**src/rtl/jogo_pkg.sv**
```systemverilog
// Shared definitions for the memory-game datapath: default sizes,
// one-hot button encodings and the stored sequence.
package jogo_pkg;

  // Default sizes of the sequence and of the move word
  localparam int N_POS_DEF  = 16;
  localparam int ADDR_W_DEF = 4;
  localparam int DATA_W_DEF = 4;

  // One-hot move encodings, one bit per button
  localparam logic [3:0] VERDE    = 4'b0001;
  localparam logic [3:0] VERMELHO = 4'b0010;
  localparam logic [3:0] AZUL     = 4'b0100;
  localparam logic [3:0] AMARELO  = 4'b1000;

  // Stored sequence, read combinationally by position
  function automatic logic [3:0] romLeitura(input logic [3:0] endereco);
    logic [3:0] palavra;
    case (endereco)
      4'd0:    palavra = VERDE;
      4'd1:    palavra = VERMELHO;
      4'd2:    palavra = AZUL;
      4'd3:    palavra = AMARELO;
      4'd4:    palavra = AZUL;
      4'd5:    palavra = VERMELHO;
      4'd6:    palavra = VERDE;
      4'd7:    palavra = VERDE;
      4'd8:    palavra = VERMELHO;
      4'd9:    palavra = VERMELHO;
      4'd10:   palavra = AZUL;
      4'd11:   palavra = AZUL;
      4'd12:   palavra = AMARELO;
      4'd13:   palavra = AMARELO;
      4'd14:   palavra = VERDE;
      default: palavra = AZUL;
    endcase
    return palavra;
  endfunction

endpackage

```
**src/rtl/detector_borda.sv**
```systemverilog
// Rising-edge detector: one-cycle pulse when the input level goes 0 -> 1.
module detector_borda (
  input  logic clock,
  input  logic reset,
  input  logic sinal,
  output logic pulso
);

  logic sinalAnteriorQ;

  // Remember the input level from the previous clock
  always_ff @(posedge clock or posedge reset) begin
    if (reset) sinalAnteriorQ <= 1'b0;
    else       sinalAnteriorQ <= sinal;
  end

  assign pulso = sinal & ~sinalAnteriorQ;

endmodule

```
**src/rtl/fluxo_dados_jogo.sv**
```systemverilog
// Memory-game datapath: position counter, sequence ROM, player-move
// register, comparator and synchronised press detector on the buttons.
module fluxo_dados_jogo
  import jogo_pkg::*;
#(
  parameter int N_POS  = N_POS_DEF,
  parameter int ADDR_W = ADDR_W_DEF,
  parameter int DATA_W = DATA_W_DEF
) (
  input  logic              clock,
  input  logic              reset,
  input  logic              zeraC,
  input  logic              contaC,
  input  logic              zeraR,
  input  logic              registraR,
  input  logic [DATA_W-1:0] chaves,
  output logic              fim,
  output logic              jogada,
  output logic              igual,
  output logic [ADDR_W-1:0] db_contagem,
  output logic [DATA_W-1:0] db_memoria,
  output logic [DATA_W-1:0] db_jogada,
  output logic              db_tem_jogada
);

  localparam logic [ADDR_W-1:0] ULTIMA_POS = ADDR_W'(N_POS - 1);

  logic [ADDR_W-1:0] contagemQ, contagemD;
  logic [DATA_W-1:0] jogadaQ, jogadaD;
  logic [DATA_W-1:0] chavesMetaQ, chavesSincQ;
  logic [DATA_W-1:0] palavraRom;
  logic              temJogada;

  // Position counter: clear wins over count, wraps after the last position
  always_comb begin
    contagemD = contagemQ;
    if (zeraC) begin
      contagemD = '0;
    end else if (contaC) begin
      if (contagemQ == ULTIMA_POS) contagemD = '0;
      else                         contagemD = contagemQ + ADDR_W'(1);
    end
  end

  // Counter state register
  always_ff @(posedge clock or posedge reset) begin
    if (reset) contagemQ <= '0;
    else       contagemQ <= contagemD;
  end

  // Two-flop synchroniser for the asynchronous buttons
  always_ff @(posedge clock or posedge reset) begin
    if (reset) begin
      chavesMetaQ <= '0;
      chavesSincQ <= '0;
    end else begin
      chavesMetaQ <= chaves;
      chavesSincQ <= chavesMetaQ;
    end
  end

  // Move register: clear wins over load of the synchronised buttons
  always_comb begin
    jogadaD = jogadaQ;
    if (zeraR)          jogadaD = '0;
    else if (registraR) jogadaD = chavesSincQ;
  end

  // Move register state
  always_ff @(posedge clock or posedge reset) begin
    if (reset) jogadaQ <= '0;
    else       jogadaQ <= jogadaD;
  end

  assign temJogada  = |chavesSincQ;
  assign palavraRom = DATA_W'(romLeitura(4'(contagemQ)));

  detector_borda uDetector (
    .clock (clock),
    .reset (reset),
    .sinal (temJogada),
    .pulso (jogada)
  );

  assign fim           = (contagemQ == ULTIMA_POS);
  assign igual         = (palavraRom == jogadaQ);
  assign db_contagem   = contagemQ;
  assign db_memoria    = palavraRom;
  assign db_jogada     = jogadaQ;
  assign db_tem_jogada = temJogada;

endmodule

```
**config.mk**
```make
export PLATFORM = sky130hd
export DESIGN_NAME = fluxo_dados_jogo
export DESIGN_NICKNAME = d
export VERILOG_FILES = /design/src/rtl/jogo_pkg.sv /design/src/rtl/detector_borda.sv /design/src/rtl/fluxo_dados_jogo.sv
export SDC_FILE = /design/constraint.sdc
export NUM_CORES = 1
export LEC_CHECK = 0
export ABC_AREA = 1
export BUFFER_PORTS_ARGS = -buffer_cell sky130_fd_sc_hd__buf_4
export CORE_MARGIN = 1
export CORE_UTILIZATION = 56
export CTS_BUF_LIST = sky130_fd_sc_hd__clkbuf_2
export DETAILED_ROUTE_END_ITERATION = 8
export PLACE_DENSITY = 0.85
export SYNTH_ARGS = -nofsm -noshare
export SYNTH_HDL_FRONTEND = slang
export SYNTH_HIERARCHICAL = 1
export SYNTH_SLANG_ARGS = --single-unit
```
**constraint.sdc**
```tcl
create_clock -name clock -period 3.1 [get_ports clock]
set_clock_uncertainty 0.1 [all_clocks]
set_input_delay 0.62 -clock clock [delete_from_list [all_inputs] [get_ports clock]]
set_output_delay 0.62 -clock clock [all_outputs]
set_load 0.03 [all_outputs]
```
==> results of run 1 <==
==> critical path: stages (launching register included) <==
cell and delay (ns):
dfrtp_1 0.50, ha_1 0.25, ha_1 0.19, nand2_2 0.08, nand3_1 0.08, nand2_1 0.07
nand3_1 0.09, nor2_2 0.11, buf_4 0.16
==> power breakdown <==
group	leakage [nW]	total (mW)	internal, mW	switching [mW]
logic	0.384	0.107	0.0412	0.0654
registers	0.210	0.241	0.232	0.00830
clock network	0.0164	0.0995	0.0292	0.0703
==> layout make-up <==
class,instances,area share [%]
sequential,17,38.2
multi-input combinational,59,33.0
timing repair buffer,25,16.9
inverter,22,8.31
tap,16,1.80
clock buffer,3,1.35
clock inverter,1,0.449
==> registers in the layout (all words and copies together) (netlist names) <==
| name | cells |
|---|---|
| chavesMetaQ | 4 |
| chavesSincQ | 4 |
| db_contagem | 4 |
| db_jogada | 4 |
| uDetector/sinalAnteriorQ | 1 |
==> cells in the mapped netlist, drive strengths merged <==
cell type | n | area share, %
inv | 22 | 10
buf | 2 | 2.5
o211ai | 1 | 0.83
or2 | 2 | 1.4
nand4 | 3 | 2.1
dfrtp | 17 | 47
nand3 | 10 | 7.2
nand2 | 24 | 12
o21ai | 5 | 3.2
o22ai | 5 | 3.4
nor2 | 3 | 1.8
ha | 6 | 8.3
==> final timing paths <==
path | to | cells past startpoint | slack [ns] | from
worst max register to register | db_contagem[3]$_DFFE_PP0P_ | 3 | 1.73 | db_contagem[3]$_DFFE_PP0P_
max in group asynchronous | chavesMetaQ[3]$_DFF_PP0_ | 2 | 2.25 | reset
min in group clock | chavesSincQ[1]$_DFF_PP0_ | 0 | 0.26 | chavesMetaQ[1]$_DFF_PP0_
worst min register to register | chavesSincQ[1]$_DFF_PP0_ | 0 | 0.26 | chavesMetaQ[1]$_DFF_PP0_
worst min-delay path | uDetector/sinalAnteriorQ$_DFF_PP0_ | 2 | 0.03 | reset
worst max-delay path | igual | 8 | 0.58 | db_contagem[1]$_DFFE_PP0P_
==> logic make-up (layout without fill, tap and decap cells) <==
family	Yosys count	after routing	synth area share, %
buffers and inverters	24	51	12.7
and+or+nand+nor	42	42	24.8
AOI/OAI and AO/OA	11	11	7.44
DFF	17	17	46.8
adders and majority gates	6	6	8.26
==> metal layers <==
metal	track usage (%)	vias to the layer above	part of all wire (%)
met5	0	-	0
met4	13.1	0	2.3
met3	4.31	4	5.3
met2	35.1	25	49
met1	25.8	339	43
li1	-	370	-
==> stage by stage <==
step	std cells	hold WS, ns	utilization, %	setup WS (ns)
floorplan	100	0.231	-	0.601
global placement	139	0.231	72.6	0.980
detailed placement	139	0.236	72.6	0.922
CTS	143	0.0254	73.9	0.560
global route	143	0.0182	73.9	0.405
finish	143	0.0318	73.9	0.584
==> impl_metrics.toml, run 1 <==
[finish]
multiInputGateArea_um2 = 368
syn_to_final_growth_pct = 22.6
fill_cells = 121
most-common-layout-cells = "25 x buf_4, 19 x inv_1, 17 x dfrtp_1, 15 x nand2_1, 9 x nand2_2"
drive_above_1_share_pct = 38.6
layout_commonest_cell = "buf_4"
stdcell_area_mm2 = 0.00111
final_nets = 144
seq_area_um2 = 425
antenna_cells = 0

[critical_path]
cp-end-kind = "output pin"
path_class = "reg2out"
cp.required_ns = 2.38
cp.arrival_ns = 1.80
worstSetupStartpointType = "flop"
cp_max_fo = 6

[cts]
clockRootBuffer = "clkbuf_2"
cts_setup_buffers = 0
path_clk_slew_ns = 0.17
clock_sinks = 17
tritoncts = "built"
cts_resized = 0
insertion_delay_ns = 0.29
htreeDepth = 1
cts_hold_buf = 0
cts_buffers = 3
cts_buffer_depth = 2

[power]
totalPowerFinal_mw = 0.447
ir_drop_mv = 0.310
power_density_mw_per_mm2 = 401
leakage_nw = 0.611

[route]
vias = 738
first_iter_violations = 8
detail-route-antenna-nets = 0
wirelength_um = 1650
dr.pass1.iters = 4
wire_per_inst_um = 11.5
drc = 0
vias_per_cell = 5.16

[floorplanning]
io_pins = 26
start_util_pct = 60.3
die_area_mm2 = 0.00179
die_w_um = 42.3
die_y_um = 42.3
row_count = 14
core-area_mm2 = 0.00151

[sta]
rsz0062_at_grt = "no"
fin_crit_ns = 2.52
worst_pin_slew_ns = 0.584
finalSetupViolations = 0
relSlewSlack_pct = 61.0
post-route-period-util_pct = 81.2
hold_violations = 0
tns_ns = 0
finalMaxSlewViolations = 0
fmax_mhz = 397

[global_routing]
grt_pass1_wl_um = 2840
antenna_found_initial = 0
grt_overflow_total = 0
grt_max_degree = 17
grt_pass1_vias = 685
grtUsageTotal_pct = 21.4

[placement]
dp_hpwl_um = 1330
io_buffer_count = 25
postPlaceCellArea_mm2 = 0.00109
gp_congestion = 0.891

[run_status]
status = "finished, final reports clean"

[yosys]
netlist_instances = 100
synth_warnings = 6
syn_area_um2 = 908
syn_nets = 116
syn_area_per_cell_um2 = 9.08
yosys_register_bits = 17
yosysSeqAreaShare_pct = 46.8
synth_cell_types = 19

[worst_hold_path]
hold_path_class = "in2async"

[run]
cap_viol_max_count = 0
(Power assumes the default switching activity.)
==> inputs of run 2 (changes only) <==
- CORE_UTILIZATION: 56 -> 52
- PLACE_DENSITY: 0.85 -> 0.8
- clock period: 3.1 -> 2.6 ns (I/O delays scaled with it)
==> impl_metrics.toml, run 2 (same netlist as run 1, synthesis figures left out) <==
[power]
net-switching-power_mw = 0.166
clock_power_share_pct = 21.4
switching_share_pct = 31.4
seqPwrFrac_pct = 54.4
leakage_nw = 0.615
p_comb_share_pct = 24.2
ir_drop_mv = 0.344
p_int_mw = 0.362
power_density_mw_per_mm2 = 469

[cts]
cts_setup_buffers = 0
tritoncts = "built"
htreeDepth = 1
insertion_delay_ns = 0.28
cts_buffer_depth = 2
cts_buffers = 3
path_clk_slew_ns = 0.15
clockRootBuffer = "clkbuf_2"
clock_sinks = 17

[finish]
most-common-layout-cells = "25 x buf_4, 19 x inv_1, 17 x dfrtp_1, 15 x nand2_1, 9 x nand2_2"
final_nets = 145
syn_to_final_growth_pct = 23.7
stdcell_area_mm2 = 0.00112
layout_commonest_cell = "buf_4"
drive_above_1_share_pct = 38.3
antenna_cells = 0

[placement]
io_buffer_count = 25
place_ws_ns = 0.539
postPlaceCellArea_mm2 = 0.00109
dp_hpwl_um = 1290
gp_congestion = 0.943

[critical_path]
cp-end-kind = "output pin"
path_class = "reg2out"
cp.required_ns = 1.98
cp.arrival_ns = 1.77
cp_max_fo = 6
worstSetupStartpointType = "flop"
rr_worst_depth = 4

[worst_hold_path]
hold_path_class = "in2reg"
hold_path_depth = 1

[floorplanning]
core-area_mm2 = 0.00158
die_y_um = 43.8
die_w_um = 43.8
io_pins = 26
row_count = 14
start_util_pct = 57.6
die_area_mm2 = 0.00192

[sta]
worst_slack_ns = 0.211
finalSetupViolations = 0
whs_ns = 0.227
worst_pin_slew_ns = 0.568
hold_violations = 0
post-route-period-util_pct = 91.9
relSlewSlack_pct = 62.1
rsz0062_at_grt = "no"
tns_ns = 0
finalMaxSlewViolations = 0
fmax_mhz = 419
fin_crit_ns = 2.39

[route]
wire_per_inst_um = 11.0
vias = 738
vias_per_cell = 5.13
dr.pass1.iters = 6
detail-route-antenna-nets = 0
first_iter_violations = 16
drc = 3
wirelength_um = 1590

[global_routing]
antenna_found_initial = 0
grt_overflow_total = 0
grtUsageTotal_pct = 19.1
grt_pass1_wl_um = 2680
grt_pass1_vias = 643
grt_max_degree = 17

[run]
cap_viol_max_count = 0

[run_status]
status = "complete, but fails checks"
failed_checks = "design-rule violations"
-- run 2: cell count changes in the layout (fill, tap and decap cells not counted), sizes merged --
cell / delta
dlygate4sd3: +1
-- run 2: layout make-up --
class | count | area (µm²)
tap | 16 | 20.0
sequential | 17 | 425
inverter | 22 | 92.6
fill | 128 | 453
multi-input combinational | 59 | 368
timing repair buffer | 26 | 198
clock buffer | 3 | 15.0
clock inverter | 1 | 5.00
-- run 2: worst paths after layout --
kind | endpoint | slack (ns) | from
max | igual | 0.21 | db_contagem[0]$_DFFE_PP0P_
min | chavesMetaQ[1]$_DFF_PP0_ | 0.23 | chaves[1]
max in group asynchronous | db_jogada[2]$_DFFE_PP0P_ | 1.30 | reset
min in group asynchronous | uDetector/sinalAnteriorQ$_DFF_PP0_ | 0.51 | reset
max reg2reg | db_contagem[3]$_DFFE_PP0P_ | 1.28 | db_contagem[1]$_DFFE_PP0P_
min reg2reg | chavesSincQ[0]$_DFF_PP0_ | 0.27 | chavesMetaQ[0]$_DFF_PP0_
-- run 2: stage by stage --
stage	cells	total power, mW	utilization, %
after floorplan	100	0.374	-
after global placement	139	0.416	69.4
after detailed placement	139	0.420	69.4
after CTS	144	0.532	71.3
after global routing	144	0.560	71.3
final	144	0.528	71.3
-- run 2: routing by layer --
layer,track usage [%],share of wire [%],vias to the layer above
li1,-,-,372
met1,25.2,45,342
met2,31.3,47,24
met3,7.08,7.2,0
met4,1.88,0,0
met5,0,0,-
-- run 2: worst max-delay path, cell delays in order (launching register included) --
cell and delay [ns]:
dfrtp_1 0.46, inv_1 0.13, ha_1 0.24, inv_1 0.06, nand2_1 0.06, nand3_2 0.07, nand2_1 0.07, nand2_1 0.06
nand3_1 0.07, nor2_2 0.10, buf_4 0.15
-- run 2: power by group through the flow --
stage               Combinational, mW  Sequential [mW]  Clock, mW
floorplan                      0.0722            0.302          0
global placement                0.125            0.292          0
detailed placement              0.127            0.292          0
CTS                             0.129            0.287      0.116
global route                    0.142            0.289      0.129
finish                          0.127            0.287      0.113
-- run 2: what timing repair did --
action,in CTS,in global routing
hold buffers,1,0
endpoints found under the hold margin,1,0
gates resized for setup,0,0
